**config.mk**
```make
export PLATFORM = sky130hd
export DESIGN_NAME = simd_compare_pipe_flat
export DESIGN_NICKNAME = d
export VERILOG_FILES = /design/src/rtl/simd_compare_pipe_if.sv /design/src/rtl/simd_compare_pipe.sv /design/src/flat_wrapper.sv
export SDC_FILE = /design/constraint.sdc
export NUM_CORES = 1
export LEC_CHECK = 0
export ABC_AREA = 0
export CAP_MARGIN = 15
export CORE_MARGIN = 5
export CORE_UTILIZATION = 40
export CTS_BUF_LIST = sky130_fd_sc_hd__clkbuf_2 sky130_fd_sc_hd__clkbuf_4 sky130_fd_sc_hd__clkbuf_8
export DETAILED_ROUTE_END_ITERATION = 10
export PLACE_DENSITY = 0.76
export SETUP_SLACK_MARGIN = 0.5
export SLEW_MARGIN = 20
export SYNTH_ARGS = -nofsm -noshare
export SYNTH_HDL_FRONTEND = slang
export SYNTH_SLANG_ARGS = --single-unit
```
**constraint.sdc**
```tcl
create_clock -name clk -period 2.5 [get_ports clk]
set_input_delay 0.5 -clock clk [delete_from_list [all_inputs] [get_ports clk]]
set_output_delay 0.5 -clock clk [all_outputs]
set_load 0.01 [all_outputs]
```
**src/rtl/simd_compare_pipe_if.sv**
```systemverilog
// Operand/result handshake bundle for simd_compare_pipe.
// The master drives operations and consumes results; the slave is the comparator.
interface simd_compare_pipe_if #(
  parameter int DATA_WIDTH = 64,
  parameter int TAG_WIDTH  = 6
);
  logic                  in_valid;
  logic                  in_ready;
  logic [DATA_WIDTH-1:0] operand_a;
  logic [DATA_WIDTH-1:0] operand_b;
  logic [1:0]            sew;
  logic [2:0]            op;
  logic                  sign;
  logic [TAG_WIDTH-1:0]  in_tag;
  logic                  out_valid;
  logic                  out_ready;
  logic [DATA_WIDTH-1:0] out_data;
  logic [TAG_WIDTH-1:0]  out_tag;
  logic                  out_err;

  modport master (
    output in_valid, operand_a, operand_b, sew, op, sign, in_tag, out_ready,
    input  in_ready, out_valid, out_data, out_tag, out_err
  );

  modport slave (
    input  in_valid, operand_a, operand_b, sew, op, sign, in_tag, out_ready,
    output in_ready, out_valid, out_data, out_tag, out_err
  );
endinterface

```
**src/rtl/simd_compare_pipe.sv**
```systemverilog
// Two-stage SIMD integer comparator (EQ/NE/LT/LE/GT/GE) for 8/16/32/64-bit elements.
// Define SIMD_CMP_MINMAX_EN to enable element-wise MIN/MAX on op 6/7.
module simd_compare_pipe #(
  parameter int DATA_WIDTH = 64,
  parameter int TAG_WIDTH  = 6
) (
  input logic               clk,
  input logic               rst_n,
  input logic               flush,
  simd_compare_pipe_if.slave bus
);
  localparam int NB      = DATA_WIDTH / 8;
  localparam int LOG_NB  = $clog2(NB);
  localparam int MAX_SEW = (LOG_NB < 3) ? LOG_NB : 3;

`ifdef SIMD_CMP_MINMAX_EN
  localparam logic MINMAX_ON = 1'b1;
`else
  localparam logic MINMAX_ON = 1'b0;
`endif

  // ltt/gtt follow the element's top byte, which carries the signed compare when requested.
  typedef struct packed {
    logic [NB-1:0] eq;
    logic [NB-1:0] ltu;
    logic [NB-1:0] gtu;
    logic [NB-1:0] ltt;
    logic [NB-1:0] gtt;
  } lvl_t;

  function automatic lvl_t combine(input lvl_t c);
    lvl_t r;
    r = '0;
    for (int j = 0; j < NB / 2; j++) begin
      r.eq[j]  = c.eq[2*j+1] & c.eq[2*j];
      r.ltu[j] = c.ltu[2*j+1] | (c.eq[2*j+1] & c.ltu[2*j]);
      r.gtu[j] = c.gtu[2*j+1] | (c.eq[2*j+1] & c.gtu[2*j]);
      r.ltt[j] = c.ltt[2*j+1] | (c.eq[2*j+1] & c.ltu[2*j]);
      r.gtt[j] = c.gtt[2*j+1] | (c.eq[2*j+1] & c.gtu[2*j]);
    end
    return r;
  endfunction

  // Handshake
  logic stall;
  logic accept;
  logic advance;
  logic s1_valid_reg;
  logic out_valid_reg;

  assign stall        = out_valid_reg & ~bus.out_ready;
  assign bus.in_ready = ~stall & ~flush;
  assign accept       = bus.in_valid & bus.in_ready;
  assign advance      = s1_valid_reg & ~stall & ~flush;

  // Stage 1 byte compares
  logic [NB-1:0] byte_eq;
  logic [NB-1:0] byte_ltu;
  logic [NB-1:0] byte_gtu;
  logic [NB-1:0] byte_ltt;
  logic [NB-1:0] byte_gtt;
  logic [NB-1:0] byte_top;

  genvar gi;
  generate
    for (gi = 0; gi < NB; gi++) begin : g_byte
      localparam logic TOP1 = ((gi % 2) == 1);
      localparam logic TOP2 = ((gi % 4) == 3);
      localparam logic TOP3 = ((gi % 8) == 7);
      logic [7:0] a_byte;
      logic [7:0] b_byte;
      assign a_byte = bus.operand_a[8*gi +: 8];
      assign b_byte = bus.operand_b[8*gi +: 8];
      assign byte_eq[gi]  = (a_byte == b_byte);
      assign byte_ltu[gi] = (a_byte < b_byte);
      assign byte_gtu[gi] = (a_byte > b_byte);
      assign byte_top[gi] = (bus.sew == 2'd0)
                          | ((bus.sew == 2'd1) & TOP1)
                          | ((bus.sew == 2'd2) & TOP2)
                          | ((bus.sew == 2'd3) & TOP3);
      assign byte_ltt[gi] = byte_top[gi] &
                            (bus.sign ? ($signed(a_byte) < $signed(b_byte)) : (a_byte < b_byte));
      assign byte_gtt[gi] = byte_top[gi] &
                            (bus.sign ? ($signed(a_byte) > $signed(b_byte)) : (a_byte > b_byte));
    end
  endgenerate

  logic in_err;
  assign in_err = (int'(bus.sew) > MAX_SEW) | ((bus.op[2:1] == 2'b11) & ~MINMAX_ON);

  logic [NB-1:0]        s1_eq_reg;
  logic [NB-1:0]        s1_ltu_reg;
  logic [NB-1:0]        s1_gtu_reg;
  logic [NB-1:0]        s1_ltt_reg;
  logic [NB-1:0]        s1_gtt_reg;
  logic [1:0]           s1_sew_reg;
  logic [2:0]           s1_op_reg;
  logic                 s1_err_reg;
  logic [TAG_WIDTH-1:0] s1_tag_reg;

  always_ff @(posedge clk) begin
    if (!rst_n) begin
      s1_valid_reg <= 1'b0;
      s1_eq_reg    <= '0;
      s1_ltu_reg   <= '0;
      s1_gtu_reg   <= '0;
      s1_ltt_reg   <= '0;
      s1_gtt_reg   <= '0;
      s1_sew_reg   <= '0;
      s1_op_reg    <= '0;
      s1_err_reg   <= 1'b0;
      s1_tag_reg   <= '0;
    end else begin
      if (flush) begin
        s1_valid_reg <= 1'b0;
      end else if (!stall) begin
        s1_valid_reg <= accept;
      end
      if (accept) begin
        s1_eq_reg  <= byte_eq;
        s1_ltu_reg <= byte_ltu;
        s1_gtu_reg <= byte_gtu;
        s1_ltt_reg <= byte_ltt;
        s1_gtt_reg <= byte_gtt;
        s1_sew_reg <= bus.sew;
        s1_op_reg  <= bus.op;
        s1_err_reg <= in_err;
        s1_tag_reg <= bus.in_tag;
      end
    end
  end

`ifdef SIMD_CMP_MINMAX_EN
  // Operands are only carried forward when MIN/MAX needs to select them.
  logic [DATA_WIDTH-1:0] s1_a_reg;
  logic [DATA_WIDTH-1:0] s1_b_reg;

  always_ff @(posedge clk) begin
    if (!rst_n) begin
      s1_a_reg <= '0;
      s1_b_reg <= '0;
    end else if (accept) begin
      s1_a_reg <= bus.operand_a;
      s1_b_reg <= bus.operand_b;
    end
  end
`endif

  // Stage 2 hierarchical combine
  lvl_t                  lvl [0:3];
  lvl_t                  cur;
  logic [NB-1:0]         le;
  logic [NB-1:0]         ge;
  logic [NB-1:0]         cmp;
  logic [NB-1:0]         emask;
  logic [DATA_WIDTH-1:0] data_next;

  always_comb begin
    lvl[0] = '{eq: s1_eq_reg, ltu: s1_ltu_reg, gtu: s1_gtu_reg,
               ltt: s1_ltt_reg, gtt: s1_gtt_reg};
    lvl[1] = combine(lvl[0]);
    lvl[2] = combine(lvl[1]);
    lvl[3] = combine(lvl[2]);
    cur    = lvl[s1_sew_reg];
    le     = cur.ltt | cur.eq;
    ge     = cur.gtt | cur.eq;
    for (int i = 0; i < NB; i++) begin
      emask[i] = (i < (NB >> s1_sew_reg));
    end
    case (s1_op_reg)
      3'd0:    cmp = cur.eq;
      3'd1:    cmp = ~cur.eq;
      3'd2:    cmp = cur.ltt;
      3'd3:    cmp = le;
      3'd4:    cmp = cur.gtt;
      3'd5:    cmp = ge;
      default: cmp = '0;
    endcase
    data_next = '0;
    data_next[NB-1:0] = cmp & emask;
`ifdef SIMD_CMP_MINMAX_EN
    if (s1_op_reg[2:1] == 2'b11) begin
      for (int k = 0; k < NB; k++) begin
        logic [LOG_NB-1:0] idx;
        logic              take_a;
        idx    = LOG_NB'(k >> s1_sew_reg);
        take_a = s1_op_reg[0] ? ge[idx] : le[idx];
        data_next[8*k +: 8] = take_a ? s1_a_reg[8*k +: 8] : s1_b_reg[8*k +: 8];
      end
    end
`endif
    if (s1_err_reg) begin
      data_next = '0;
    end
  end

  logic [DATA_WIDTH-1:0] out_data_reg;
  logic [TAG_WIDTH-1:0]  out_tag_reg;
  logic                  out_err_reg;

  always_ff @(posedge clk) begin
    if (!rst_n) begin
      out_valid_reg <= 1'b0;
      out_data_reg  <= '0;
      out_tag_reg   <= '0;
      out_err_reg   <= 1'b0;
    end else begin
      if (flush) begin
        out_valid_reg <= 1'b0;
      end else if (!stall) begin
        out_valid_reg <= s1_valid_reg;
      end
      if (advance) begin
        out_data_reg <= data_next;
        out_tag_reg  <= s1_tag_reg;
        out_err_reg  <= s1_err_reg;
      end
    end
  end

  assign bus.out_valid = out_valid_reg;
  assign bus.out_data  = out_data_reg;
  assign bus.out_tag   = out_tag_reg;
  assign bus.out_err   = out_err_reg;
endmodule

```
**src/flat_wrapper.sv**
```systemverilog
// flat-port wrapper written by rule: the top's interface ports become plain ports
module simd_compare_pipe_flat 
#(
  parameter int DATA_WIDTH = 64,
  parameter int TAG_WIDTH  = 6
)
  (clk, rst_n, flush, bus_in_valid, bus_operand_a, bus_operand_b, bus_sew, bus_op, bus_sign, bus_in_tag, bus_out_ready, bus_in_ready, bus_out_valid, bus_out_data, bus_out_tag, bus_out_err);
  simd_compare_pipe_if #(.DATA_WIDTH(DATA_WIDTH), .TAG_WIDTH(TAG_WIDTH)) bus_i ();
  input logic clk;
  input logic rst_n;
  input logic flush;
  input wire logic [$bits(bus_i.in_valid)-1:0] bus_in_valid;
  input wire logic [$bits(bus_i.operand_a)-1:0] bus_operand_a;
  input wire logic [$bits(bus_i.operand_b)-1:0] bus_operand_b;
  input wire logic [$bits(bus_i.sew)-1:0] bus_sew;
  input wire logic [$bits(bus_i.op)-1:0] bus_op;
  input wire logic [$bits(bus_i.sign)-1:0] bus_sign;
  input wire logic [$bits(bus_i.in_tag)-1:0] bus_in_tag;
  input wire logic [$bits(bus_i.out_ready)-1:0] bus_out_ready;
  output wire logic [$bits(bus_i.in_ready)-1:0] bus_in_ready;
  output wire logic [$bits(bus_i.out_valid)-1:0] bus_out_valid;
  output wire logic [$bits(bus_i.out_data)-1:0] bus_out_data;
  output wire logic [$bits(bus_i.out_tag)-1:0] bus_out_tag;
  output wire logic [$bits(bus_i.out_err)-1:0] bus_out_err;
  assign bus_i.in_valid = bus_in_valid;
  assign bus_i.operand_a = bus_operand_a;
  assign bus_i.operand_b = bus_operand_b;
  assign bus_i.sew = bus_sew;
  assign bus_i.op = bus_op;
  assign bus_i.sign = bus_sign;
  assign bus_i.in_tag = bus_in_tag;
  assign bus_i.out_ready = bus_out_ready;
  assign bus_in_ready = bus_i.in_ready;
  assign bus_out_valid = bus_i.out_valid;
  assign bus_out_data = bus_i.out_data;
  assign bus_out_tag = bus_i.out_tag;
  assign bus_out_err = bus_i.out_err;
  simd_compare_pipe #(.DATA_WIDTH(DATA_WIDTH), .TAG_WIDTH(TAG_WIDTH)) u_core (.clk(clk), .rst_n(rst_n), .flush(flush), .bus(bus_i));
endmodule
```
=== After elaboration in Yosys (flattened, before gate mapping) ===
Index checks and enable logic that the tools add are counted.
Widths: inputs -> output; s select.

* Input port bits: 145
* Output and inout bits: 73
* Bits in latches: 0
* Memories kept: 0
* RAM bits: 0
* Memory bits (read-only): 0
* Word-level logic and storage cells: 179
* Register bits: 125

* Equal/unequal tests: 17
* Div/mod/pow operators: 0
* Bitwise gates (word level): 82
* Shift operators: 1
* Multipliers: 0
* Reduce and logical (&&, ||, !) cells: 3
* Add/sub/neg operators: 0
* Mux-type cells: 21
* $lt $le $gt $ge: 41

{| class="wikitable"
|+ Operators with widths
! cell !! count
|-
| $gt 8x8->1 || 16
|-
| $lt 4x32->1 const A || 4
|-
| $lt 8x8->1 || 16
|-
| $bmux 40 s2 || 1
|-
| $mux 40 || 2
|-
| $eq 8x8->1 || 8
|-
| $lt 3x32->1 const A || 2
|-
| $pmux 8 s6 || 1
|-
| $and 1x1->1 || 42
|-
| $lt 1x32->1 const A || 1
|-
| $lt 2x32->1 const A || 1
|-
| $shr 4x2->32 const A || 1
|-
| $or 1x1->1 || 31
|-
| $mux 1 || 16
|-
| $or 8x8->8 || 2
|-
| $and 8x8->8 || 1
|-
| $mux 8 || 1
|-
| $not 8->8 || 1
|-
| $eq 2x2->1 const B || 3
|-
| $eq 3x2->1 const B || 2
|-
| $eq 3x3->1 const B || 2
|-
| $not 1->1 || 4
|-
| $eq 3x1->1 const B || 1
|-
| $ge 3x3->1 const B || 1
|-
| other kinds (5) || 5
|}

=== Logic depth before layout (Yosys ltp) ===
Gate-level depths: netlist of the first run.

* Depth after elaboration: 13
* Depth in mapped cells: 8
* Mapped depth without buffers: 8

=== Worst setup path after synthesis of the first run ===
OpenSTA, ideal clock, no wires.

* Path type: input-to-reg
* Start point: in bus_operand_b[31]
* End point: reg u_core.s1_gtt_reg[3]
* Path buffers: 0
* Setup slack: 0.399 ns
* Required time: 2.384 ns
* Cell stages on the path: 8
* Library setup time: 0.116 ns
* Arrival time: 1.985 ns
* Cell sequence: inv_1 ha_1 and4_4 nand2_2 a21oi_2 a211oi_2 or4b_1 and4_1

* Cells in the longest elaborated chain, start to end: 3
* Elaborated cells on any way between the ends: 4
* Classes of those cells: 2 x order compare; 1 x mux; 1 x bitwise

{| class="wikitable"
|+ RTL lines
! what !! line !! RTL
|-
| start: declaration || flat_wrapper.sv:14 || <nowiki>input wire logic [$bits(bus_i.operand_b)-1:0] bus_operand_b;</nowiki>
|-
| $gt 8x8->1 || simd_compare_pipe.sv:84 || <nowiki>(bus.sign ? ($signed(a_byte) > $signed(b_byte)) : (a_byte > b_byte));</nowiki>
|-
| $mux 1 (*) || simd_compare_pipe.sv:84 ||
|-
| $and 1x1->1 (*) || simd_compare_pipe.sv:83 || <nowiki>assign byte_gtt[gi] = byte_top[gi] &</nowiki>
|-
| end signal: assignment || simd_compare_pipe.sv:124 || <nowiki>s1_gtt_reg <= byte_gtt;</nowiki>
|-
| end: declaration || simd_compare_pipe.sv:95 || <nowiki>logic [NB-1:0] s1_gtt_reg;</nowiki>
|}

Mark *: on every way between the ends. The rest lies on a longest branch, timed or not.
A chain may end at the register's enable or synchronous reset.

=== Worst setup path in the final report of the first run ===
* Start point: in bus_operand_b[9]
* End point: reg u_core.s1_ltt_reg[1]

* Cells in the longest elaborated chain, start to end: 3
* Elaborated cells on any way between the ends: 4
* Classes of those cells: 2 x order compare; 1 x mux; 1 x bitwise

{| class="wikitable"
|+ RTL lines
! what !! line !! RTL
|-
| $lt 8x8->1 || simd_compare_pipe.sv:82 || <nowiki>(bus.sign ? ($signed(a_byte) < $signed(b_byte)) : (a_byte < b_byte));</nowiki>
|-
| $mux 1 (*) || simd_compare_pipe.sv:82 ||
|-
| $and 1x1->1 (*) || simd_compare_pipe.sv:81 || <nowiki>assign byte_ltt[gi] = byte_top[gi] &</nowiki>
|-
| end signal: assignment || simd_compare_pipe.sv:123 || <nowiki>s1_ltt_reg <= byte_ltt;</nowiki>
|-
| end: declaration || simd_compare_pipe.sv:94 || <nowiki>logic [NB-1:0] s1_ltt_reg;</nowiki>
|}

Marks and branches as above.

==> results by group, run 1 <==
Worst setup path
  • Crit Path Class: in2reg
  • CP endpoint kind: flip-flop
  • Worst R2R Start: u_core.s1_eq_reg[5]
  • Worst R2R Path Depth: 6
  • Worst Path Required: 2.73 ns
  • Critical Path Source: bus_operand_b[9]
  • CP Max Fanout: 3
  • Critical Path AT: 2.22 ns
  • Critical Path Start Type: primary input

STA
  • Max Clk Rate: 0.5023 GHz
  • Fin crit share: roughly four fifths
  • Hold WS: about 0.45 ns
  • Relative slew slack: 60.73%
  • Final Hold Viols: 0
  • # setup viols final: 0
  • Fin. max-slew vios: 0
  • Clk_skew: 0.01205 ns
  • Minimum clock period after layout: ~2 ns
  • Setup WS post-layout: about 0.5 ns
  • RSZ-0062 raised after global routing: yes
  • Measured slew at the worst slew-check pin: about 0.59 ns

Layout
  • Fill cells: 1236
  • Number of inserted diodes: 0
  • Final cell count without fillers: 1141
  • Final net count: 1167
  • Multi-input gate area: 4339 um^2
  • Register area: roughly 1300 um^2
  • Layout cell share with drive strength beyond 1: 21.02%
  • Layout area overhead: 53.63%

Global route
  • Vias in the first global route: 5476
  • First-pass GRT wire length: 25390 um
  • GR peak layer: met2
  • GR Overflow Total: 0
  • Met3 Track Usage GR: 4.042%
  • GRT Resource Usage Total: 18.68%
  • Initial antenna violation count: 0
  • Met2 usage: about 33%
  • Largest net degree at the start of global routing: 30
  • Grt met1 use: approximately 23%

Drt
  • DRT Pass-1 Iters: 5
  • Vias: 5895
  • Number of DRC markers in iteration 0: 365
  • Drt total wl: approximately 17000 um
  • DRC: 0
  • WL per Instance: around 15 um
  • DR vias/cell: 5.167
  • Final ANT Viol Nets: 0

Synthesis
  • Sequential share of the synthesized area: 24.06%
  • Most common cell in the netlist: nand2_1
  • Post-synthesis cell area: 5574 um^2
  • Commonest register cell after synthesis: dfxtp_1
  • Synth unique cells: 63
  • Yosys reg bits: 67
  • Area share of the largest cell type after synthesis: 24.06%
  • Number of synthesized flops with an enable pin: 0
  • Ys Warns: 0
  • Async set-reset flop share out of synthesis: 0%
  • Post-synth top area cell: dfxtp_1
  • Mean post-synth cell area: 7.432 um^2
  • Synth top area cells: dfxtp_1 (24%), ha_1 (14%), a21oi_1 (7.5%)
  • Post-Syn Instances: 750
  • Post-synth top cells: nand2_1 (105), a21oi_1 (84), dfxtp_1 (67), inv_1 (67), ha_1 (64)

Clock network
  • CTS max path bufs: 2
  • Num CTS Buffers: 9
  • Clock H-tree levels: 3
  • TritonCTS sink count: 67
  • Cts hold-fix bufs: 0
  • Clock network latency to the later pin of the worst-skew pair: 0.34 ns
  • CTS tree: done
  • Clock slew at reported path FFs: 0.07 ns
  • CTS root buf: clkbuf_8

Worst hold path
  • Hold depth: 2
  • Hold Path Origin: u_core.s1_tag_reg[1]
  • HP Class: reg2reg

Status
  • Status: complete, no violations

Die
  • Die width: 128.0 um
  • Initial core utilization: 40.47%
  • DIE AREA: 16400 um^2
  • Number of placement rows: 43
  • DIE HEIGHT: 128.0 um
  • CORE AREA: 13770 um^2
  • Ports: 218

Place
  • Gpl congestion: 0.9331
  • Place WS: -0.1248 ns
  • Port Buf Inserts: between 150 and 200
  • Placed cell count: 1099
  • DP HPWL: between 10000 and 15000 um

Power
  • Worst vdd ir: between 0.2 and 0.25 mV
  • Switching Share: ~30%
  • Leakage: just under 4 nW
  • Part of the power in combinational logic: 33.7%
  • PwrDens: around 360 nW/um^2
  • Clock power share: 29.6%
  • Share of power burned in registers: 36.7%
  • Internal Power: approximately 2.2 mW
  • Sw power: 932.5 uW
  • Total Power: about 3.1 mW

Run
  • Max Cap Viol: 0
-- through the flow --
| step | utilization (%) | setup TNS (ns) | instance area (um^2) |
|---|---|---|---|
| floorplan | - | 0 | 5843 |
| finish | 62.17 | 0 | 8563 |
| detailed placement | 54.01 | -0.6605 | 7438 |
| global route | 62.17 | 0 | 8563 |
| global placement | 54.01 | -0.09952 | 7438 |
| CTS | 58.98 | 0 | 8123 |
-- power groups by stage --
stage	sequential, mW	clock (mW)	combinational (mW)
2_1_floorplan	1.14	0	0.519
6_report	1.14	0.922	1.05
4_1_cts	1.14	0.939	0.940
5_1_grt	1.15	0.985	1.16
3_3_place_gp	1.17	0	0.810
3_5_place_dp	1.17	0	0.824
-- worst max-delay path: stages --
cell             delay [ns]
clkdlybuf4s50_1        0.47
inv_2                  0.05
ha_4                   0.20
nor2b_4                0.13
o2111ai_4              0.22
nand3_4                0.12
xor2_2                 0.18
o22ai_2                0.12
a32o_1                 0.22
-- what timing repair did --
item	4_1_cts	5_1_grt
endpoints found under the setup margin	30	23
resized for setup	148	88
buffers inserted	19	8
gates cloned	0	1
pin swaps	90	64
-- cell usage in the layout, fill, tap and decap left out, types with 9 or more instances in the layout --
cell / Yosys / final
a21oi_1: 84 / 79
a31oi_1: 16 / 14
and4_1: 16 / 15
buf_4: 56 / 57
buf_6: 0 / 9
clkbuf_8: 0 / 12
clkdlybuf4s50_1: 0 / 65
conb_1: 1 / 56
dfxtp_1: 67 / 66
dlygate4sd2_1: 0 / 59
dlymetal6s2s_1: 0 / 34
ha_1: 64 / 26
ha_4: 0 / 35
inv_1: 67 / 36
inv_2: 2 / 33
nand2_1: 105 / 95
nand2b_1: 13 / 13
nand3_1: 23 / 22
nor2_1: 53 / 52
nor2b_1: 17 / 13
o21ai_0: 16 / 9
or4b_1: 9 / 9
-- final cells by class --
| class | count | area share, % |
|---|---|---|
| Sequential cell | 67 | 15.68 |
| Multi-Input combinational cell | 582 | 50.67 |
| Clock buffer | 12 | 1.929 |
| Inverter | 69 | 3.025 |
| Tap cell | 180 | 2.630 |
| Timing Repair Buffer | 229 | 25.66 |
| Clock inverter | 2 | 0.4091 |
-- path summary, 6_finish.rpt --
path,endpoint,slack [ns]
setup / recovery,u_core.s1_ltt_reg[1],0.51
hold reg to reg,u_core.bus.out_tag[1],0.45
setup reg to reg,u_core.bus.out_data[0],0.66
hold / removal,u_core.bus.out_tag[1],0.45
-- per-layer routing --
layer	up-vias	part of all wire [%]
met3	33	8.0
li1	2927	-
met2	240	51
met5	-	0
met4	0	2.1
met1	2695	39
-- cells by family after synthesis --
logic type	Yosys count	synth area share (%)
AND/OR/NAND/NOR	270	24.38
buffers and inverters	156	14.59
adder cells (fa/ha/maj)	64	14.37
AO/OA/AOI/OAI	184	21.21
multiplexers	3	0.5387
flip-flops	67	24.06
XOR/XNOR	5	0.7858
other	1	0.06728
No activity file was read; power rests on OpenSTA's default activity.
==> run 2: changes to the inputs <==
==> constraint.sdc (replaced) <==
create_clock -name clk -period 2.05 [get_ports clk]
set_input_delay 0.41 -clock clk [delete_from_list [all_inputs] [get_ports clk]]
set_output_delay 0.41 -clock clk [all_outputs]
set_load 0.01 [all_outputs]
==> results by group, run 2 (synthesis gave the netlist of run 1 again) <==
Die
  • DIE AREA: 16400 um^2 (unchanged)
  • CORE AREA: 13770 um^2 (unchanged)
  • Number of placement rows: 43 (unchanged)
  • DIE HEIGHT: 128.0 um (unchanged)
  • Initial core utilization: 40.47% (unchanged)
  • Ports: 218 (unchanged)
  • Die width: 128.0 um (unchanged)

Drt
  • DRC: 0 (unchanged)
  • WL per Instance: 14.72 um (-0.32%)
  • Vias: 6009 (+1.9%)
  • Drt total wl: 17170 um (+1.9%)
  • DRT Pass-1 Iters: 5 (unchanged)
  • Number of DRC markers in iteration 0: 323 (-12%)
  • Final ANT Viol Nets: 0 (unchanged)
  • DR vias/cell: 5.149 (-0.34%)

Global route
  • Vias in the first global route: 5753 (+5.1%)
  • Initial antenna violation count: 0 (unchanged)
  • Largest net degree at the start of global routing: 34 (+13%)
  • GRT Resource Usage Total: 19.79% (+1.1 points)
  • First-pass GRT wire length: 26930 um (+6.1%)
  • GR Overflow Total: 0 (unchanged)

Place
  • Placed cell count: 1127 (+2.5%)
  • DP HPWL: 12980 um (+5.9%)
  • Place WS: -0.5085 ns (-0.3837 ns)
  • Gpl congestion: 0.9558 (+2.4%)
  • Port Buf Inserts: 161 (unchanged)

Run
  • Max Cap Viol: 0 (unchanged)

Layout
  • Layout cell share with drive strength beyond 1: 40.12% (+19 points)
  • Final net count: 1193 (+2.2%)
  • Number of inserted diodes: 0 (unchanged)
  • Most frequent cells in the layout: nand2_1 (95), a21oi_1 (71), buf_4 (70)
  • Layout area overhead: 63.52%
  • Most common cell after layout, fill and taps aside: nand2_1
  • Final cell count without fillers: 1167 (+2.3%)

Clock network
  • CTS max path bufs: 2 (unchanged)
  • TritonCTS sink count: 67 (unchanged)
  • Clock network latency to the later pin of the worst-skew pair: 0.35 ns (about the same)
  • Clock H-tree levels: 3 (unchanged)
  • Num CTS Buffers: 9 (unchanged)
  • Clock slew at reported path FFs: 0.06 ns (about the same)
  • CTS root buf: clkbuf_8
  • Cts hold-fix bufs: 0 (unchanged)
  • CTS tree: done

STA
  • Setup WS post-layout: 0.3682 ns (-0.1409 ns)
  • Fin crit share: 82.04%
  • # setup viols final: 0 (unchanged)
  • Max Clk Rate: 0.5946 GHz
  • Setup TNS: 0 ns (unchanged)
  • Hold WS: 0.4499 ns (-0.002911 ns)
  • Final Hold Viols: 0 (unchanged)
  • Fin. max-slew vios: 0 (unchanged)
  • Minimum clock period after layout: approximately 1.7 ns
  • RSZ-0062 raised after global routing: yes
  • Clk_skew: 0.005590 ns (-0.006464 ns)

Power
  • Leakage: 3.893 nW (+1.2%)
  • Worst vdd ir: 0.3280 mV (+59%)
  • PwrDens: 434.1 nW/um^2 (+19%)
  • Total Power: 3.957 mW (+27%)

Worst setup path
  • CP endpoint kind: flip-flop
  • Buf+Inv Stages, Crit Path: 1 (-1)
  • Critical Path AT: 1.92 ns (-0.30 ns)
  • Cell Chain, Critical Path: dlygate4sd2_1, ha_1, o21ai_1, nand2b_1, a31oi_4, or4b_1, and4_1
  • Crit Path Class: in2reg
  • Worst Path Required: 2.29 ns (-0.44 ns)
  • CP Max Fanout: 4 (+1)
  • Critical Path Start Type: primary input
  • Top Family by Delay on Critical Path: simple AND/OR/NAND/NOR gates
  • Slowest library cell on the worst path: or4b_1
  • Slowest stage delay, CP: 0.48 ns (about the same)

Worst hold path
  • HP Class: reg2reg

Status
  • Status: complete, no violations
[run 2: cell types whose count changed in the layout (fill, tap and decap cells not counted), moves of 13 or more]
cell             change
inv_1               -18
ha_1                -22
buf_6               +39
buf_4               +13
buf_2               +39
ha_4                +16
clkdlybuf4s50_1     -54
dlymetal6s2s_1      -34
[run 2: worst register-to-register path: cells and delay by family, from the launching register on]
kind,cells,cell delay [ns]
simple gates,5,1.07
buf+inv,1,0.16
flops,1,0.34
[run 2: repair_timing]
item | in CTS | in global routing
endpoints found under the setup margin | 73 | 35
setup buffers | 15 | 10
gates resized for setup | 517 | 83
cloned | 0 | 1
pin swaps | 141 | 74
[run 2: per-stage QoR]
step	area, um^2	util (%)
global route	9115	66.18
detailed placement	8294	60.22
global placement	8294	60.22
floorplan	6476	-
finish	9115	66.18
CTS	8773	63.70
[run 2: layer usage]
metal,up-vias,part of all wire [%],GRT usage (%)
met5,-,0,0
met4,0,1.9,4.494
met3,35,8.3,3.917
met2,238,51,36.14
met1,2759,39,23.85
li1,2977,-,-
[run 2: worst paths after layout]
check / start / endpoint / slack, ns / cells after the start
worst max-delay path: bus_operand_a[34] / u_core.s1_gtt_reg[4] / 0.37 / 7
worst min register to register: u_core.bus.out_err / u_core.bus.out_err / 0.45 / 2
worst min-delay path: u_core.bus.out_err / u_core.bus.out_err / 0.45 / 2
worst max register to register: u_core.bus.out_valid / u_core.s1_gtt_reg[4] / 0.38 / 6
[run 2: final cells by class]
cell class / count / area (um^2)
clock buffers: 12 / 165.2
inverters: 69 / 374.1
well taps: 180 / 225.2
flip-flops and latches: 67 / 1365
multi-input cells: 582 / 4747
fillers: 1164 / 4658
repair buffers: 255 / 2203
clock inverters: 2 / 35.03
[run 2: where the power goes]
| group | internal [mW] | switching, mW |
|---|---|---|
| Sequential | 1.34 | 0.0500 |
| Clock | 0.646 | 0.475 |
| Combinational | 0.765 | 0.680 |
==> run 3: changes to the inputs <==
--- a/config.mk
+++ b/config.mk
@@ -11,7 +11,7 @@
 export CORE_UTILIZATION = 40
 export CTS_BUF_LIST = sky130_fd_sc_hd__clkbuf_2 sky130_fd_sc_hd__clkbuf_4 sky130_fd_sc_hd__clkbuf_8
 export DETAILED_ROUTE_END_ITERATION = 10
-export PLACE_DENSITY = 0.76
+export PLACE_DENSITY = 0.79
 export SETUP_SLACK_MARGIN = 0.5
 export SLEW_MARGIN = 20
 export SYNTH_ARGS = -nofsm -noshare
==> constraint.sdc (replaced) <==
create_clock -name clk -period 1.5 [get_ports clk]
set_input_delay 0.3 -clock clk [delete_from_list [all_inputs] [get_ports clk]]
set_output_delay 0.3 -clock clk [all_outputs]
set_load 0.01 [all_outputs]
==> results by group, run 3 (synthesis gave the netlist of run 1 again) <==
Drt
  • WL per Instance: 16.27 um (+11%)
  • DRC: 0 (unchanged)
  • DRT Pass-1 Iters: 5 (unchanged)
  • Vias: 6433 (+7.1%)
  • Final ANT Viol Nets: 0 (unchanged)
  • Number of DRC markers in iteration 0: 352 (+9.0%)
  • DR vias/cell: 5.209 (+1.2%)
  • Drt total wl: 20090 um (+17%)

Worst setup path
  • Buf+Inv Stages, Crit Path: 1 (unchanged)
  • Top Family by Delay on Critical Path: simple AND/OR/NAND/NOR gates
  • Critical Path AT: 1.90 ns (-0.02 ns)
  • Cell Chain, Critical Path: nand2b_4, nand3_4, buf_4, and2_1, or4b_1, and4_1
  • Slowest stage delay, CP: 0.51 ns (+0.03 ns)
  • Slowest library cell on the worst path: or4b_1
  • Worst Path Required: 1.74 ns (-0.55 ns)
  • CP Max Fanout: 5 (+1)
  • Worst R2R Start: u_core.bus.out_valid
  • Crit Path Class: reg2reg
  • CP endpoint kind: flip-flop
  • Worst R2R Path Depth: 6 (unchanged)
  • R2r endpoint: u_core.s1_gtt_reg[0]
  • Critical Path Start Type: flip-flop
  • Worst reg2reg setup slack: -0.16 ns (-0.54 ns)

STA
  • Setup WS post-layout: -0.1579 ns (-0.5261 ns)
  • Setup TNS: -1.372 ns (-1.372 ns)
  • Minimum clock period after layout: 1.658 ns
  • RSZ-0062 raised after global routing: yes
  • Clk_skew: 0.007919 ns (+0.002329 ns)
  • Max Clk Rate: 0.6032 GHz
  • Fin. max-slew vios: 0 (unchanged)
  • # setup viols final: 14 (+14)
  • Final Hold Viols: 0 (unchanged)
  • Fin crit share: 110.5%

Die
  • Ports: 218 (unchanged)
  • Die width: 128.0 um (unchanged)
  • Initial core utilization: 40.47% (unchanged)
  • DIE HEIGHT: 128.0 um (unchanged)
  • Number of placement rows: 43 (unchanged)
  • CORE AREA: 13770 um^2 (unchanged)
  • DIE AREA: 16400 um^2 (unchanged)

Status
  • Failing checks: setup timing
  • Status: finished with violations

Global route
  • GRT Resource Usage Total: 22.61% (+2.8 points)
  • First-pass GRT wire length: 30650 um (+14%)
  • Largest net degree at the start of global routing: 26 (-24%)
  • Vias in the first global route: 6426 (+12%)
  • GR Overflow Total: 0 (unchanged)
  • Initial antenna violation count: 0 (unchanged)

Power
  • Internal Power: 4.077 mW (+48%)
  • PwrDens: 553.5 nW/um^2 (+28%)
  • Sw power: 1.837 mW (+52%)
  • Part of the power in combinational logic: 39.9% (+3.4 points)
  • Clock power share: 28.0% (-0.3 points)
  • Worst vdd ir: 0.3538 mV (+7.9%)
  • Switching Share: 31.06% (+0.60 points)
  • Leakage: 4.478 nW (+15%)
  • Share of power burned in registers: 32.1% (-3.1 points)

Clock network
  • CTS tree: done
  • CTS max path bufs: 2 (unchanged)
  • Clock H-tree levels: 3 (unchanged)
  • TritonCTS sink count: 67 (unchanged)
  • Clock network latency to the later pin of the worst-skew pair: 0.35 ns (about the same)
  • Cts hold-fix bufs: 0 (unchanged)
  • Num CTS Buffers: 9 (unchanged)
  • Clock slew at reported path FFs: 0.07 ns (about the same)
  • CTS root buf: clkbuf_8

Place
  • Gpl congestion: 0.9485 (-0.76%)
  • Placed cell count: 1165 (+3.4%)
  • Place WS: -0.9523 ns (-0.4438 ns)
  • DP HPWL: 14200 um (+9.4%)
  • Port Buf Inserts: 161 (unchanged)

Layout
  • Multi-input gate area: 5359 um^2 (+13%)
  • Most frequent cells in the layout: buf_6 (101), buf_4 (97), nand2_1 (83)
  • Number of inserted diodes: 0 (unchanged)
  • Fill cells: 901 (-23%)
  • Fin util: 77.59% (+11 points)
  • Layout area overhead: 91.72%
  • Layout cell share with drive strength beyond 1: 56.49% (+16 points)
  • Final net count: 1259 (+5.5%)
  • Final cell count without fillers: 1235 (+5.8%)
  • Register area: 1391 um^2 (+1.9%)
  • Most common cell after layout, fill and taps aside: buf_6

Worst hold path
  • HP Class: in2reg
  • Worst Hold Endpoint: u_core.s1_ltu_reg[5]
  • Hold Path Origin: bus_operand_a[46]
  • Hold depth: 5 (+3)

Run
  • Max Cap Viol: 0 (unchanged)
## run 3: cell types whose count changed in the layout (fill, tap and decap cells not counted), sizes merged
cell and delta:
buf +92, clkdlybuf4s15 +4, clkdlybuf4s50 +2, clkinvlp +1
clkbuf -8, dlygate4sd2 -25, inv -2, bufinv +1
clkinv +3
## run 3: repair_timing
action                                  in CTS  in global routing
buffers inserted                            37                 14
gates cloned                                 2                  1
gates resized for setup                    740                113
endpoints found under the setup margin      83                 84
pin swaps                                  192                100
## run 3: final cells by class
cell class	instances	area share [%]
Sequential cell	67	13.02
Inverter	69	3.641
Tap cell	180	2.107
Clock inverter	5	0.7259
Clock buffer	11	1.300
Timing Repair Buffer	321	29.06
Multi-Input combinational cell	582	50.15
## run 3: power groups by stage
| stage | combinational [mW] | sequential [mW] | clock, mW |
|---|---|---|---|
| after global placement | 1.81 | 1.93 | 0 |
| after floorplan | 1.14 | 1.91 | 0 |
| after CTS | 2.12 | 1.89 | 1.67 |
| after detailed placement | 1.85 | 1.93 | 0 |
| after global routing | 2.54 | 1.90 | 1.76 |
| final | 2.36 | 1.90 | 1.66 |
## run 3: metal layers
metal  share of wire [%]  global-route usage (%)  vias up  wire (um)
li1                    -                       -     3112          -
met1                  38                   26.90     3056       7714
met2                  52                   41.68      230      10540
met3                 7.4                   4.750       35       1481
met4                 1.7                   4.806        0        351
met5                   0                       0        -          0
## run 3: stage by stage
stage               power [mW]  hold slack [ns]  area, um^2
global route             6.205           0.3976       10690
finish                   5.915           0.3856       10690
CTS                      5.688           0.3917       10060
detailed placement       3.784           0.4439        8852
global placement         3.742           0.4411        8852
floorplan                3.054           0.4287        6869
## run 3: worst max path at each step
| stage | depth (start not counted) | startpoint | endpoint |
|---|---|---|---|
| 3_3_place_gp | 9 | bus_operand_b[31] | u_core.s1_gtt_reg[3] |
| 2_1_floorplan | 8 | bus_operand_b[31] | u_core.s1_gtt_reg[3] |
| 4_1_cts | 5 | u_core.bus.out_valid | u_core.s1_ltt_reg[6] |
| 5_1_grt | 6 | u_core.bus.out_valid | u_core.s1_gtt_reg[0] |
| 6_report | 6 | u_core.bus.out_valid | u_core.s1_gtt_reg[0] |
| 3_5_place_dp | 9 | bus_operand_b[31] | u_core.s1_gtt_reg[3] |
## run 3: tightest hold or removal path, delay by kind of cell
kind	cells	cell delay, ns
compound gates	2	0.10
buf+inv	1	0.10
fa+ha+maj	1	0.14
simple gates	1	0.05
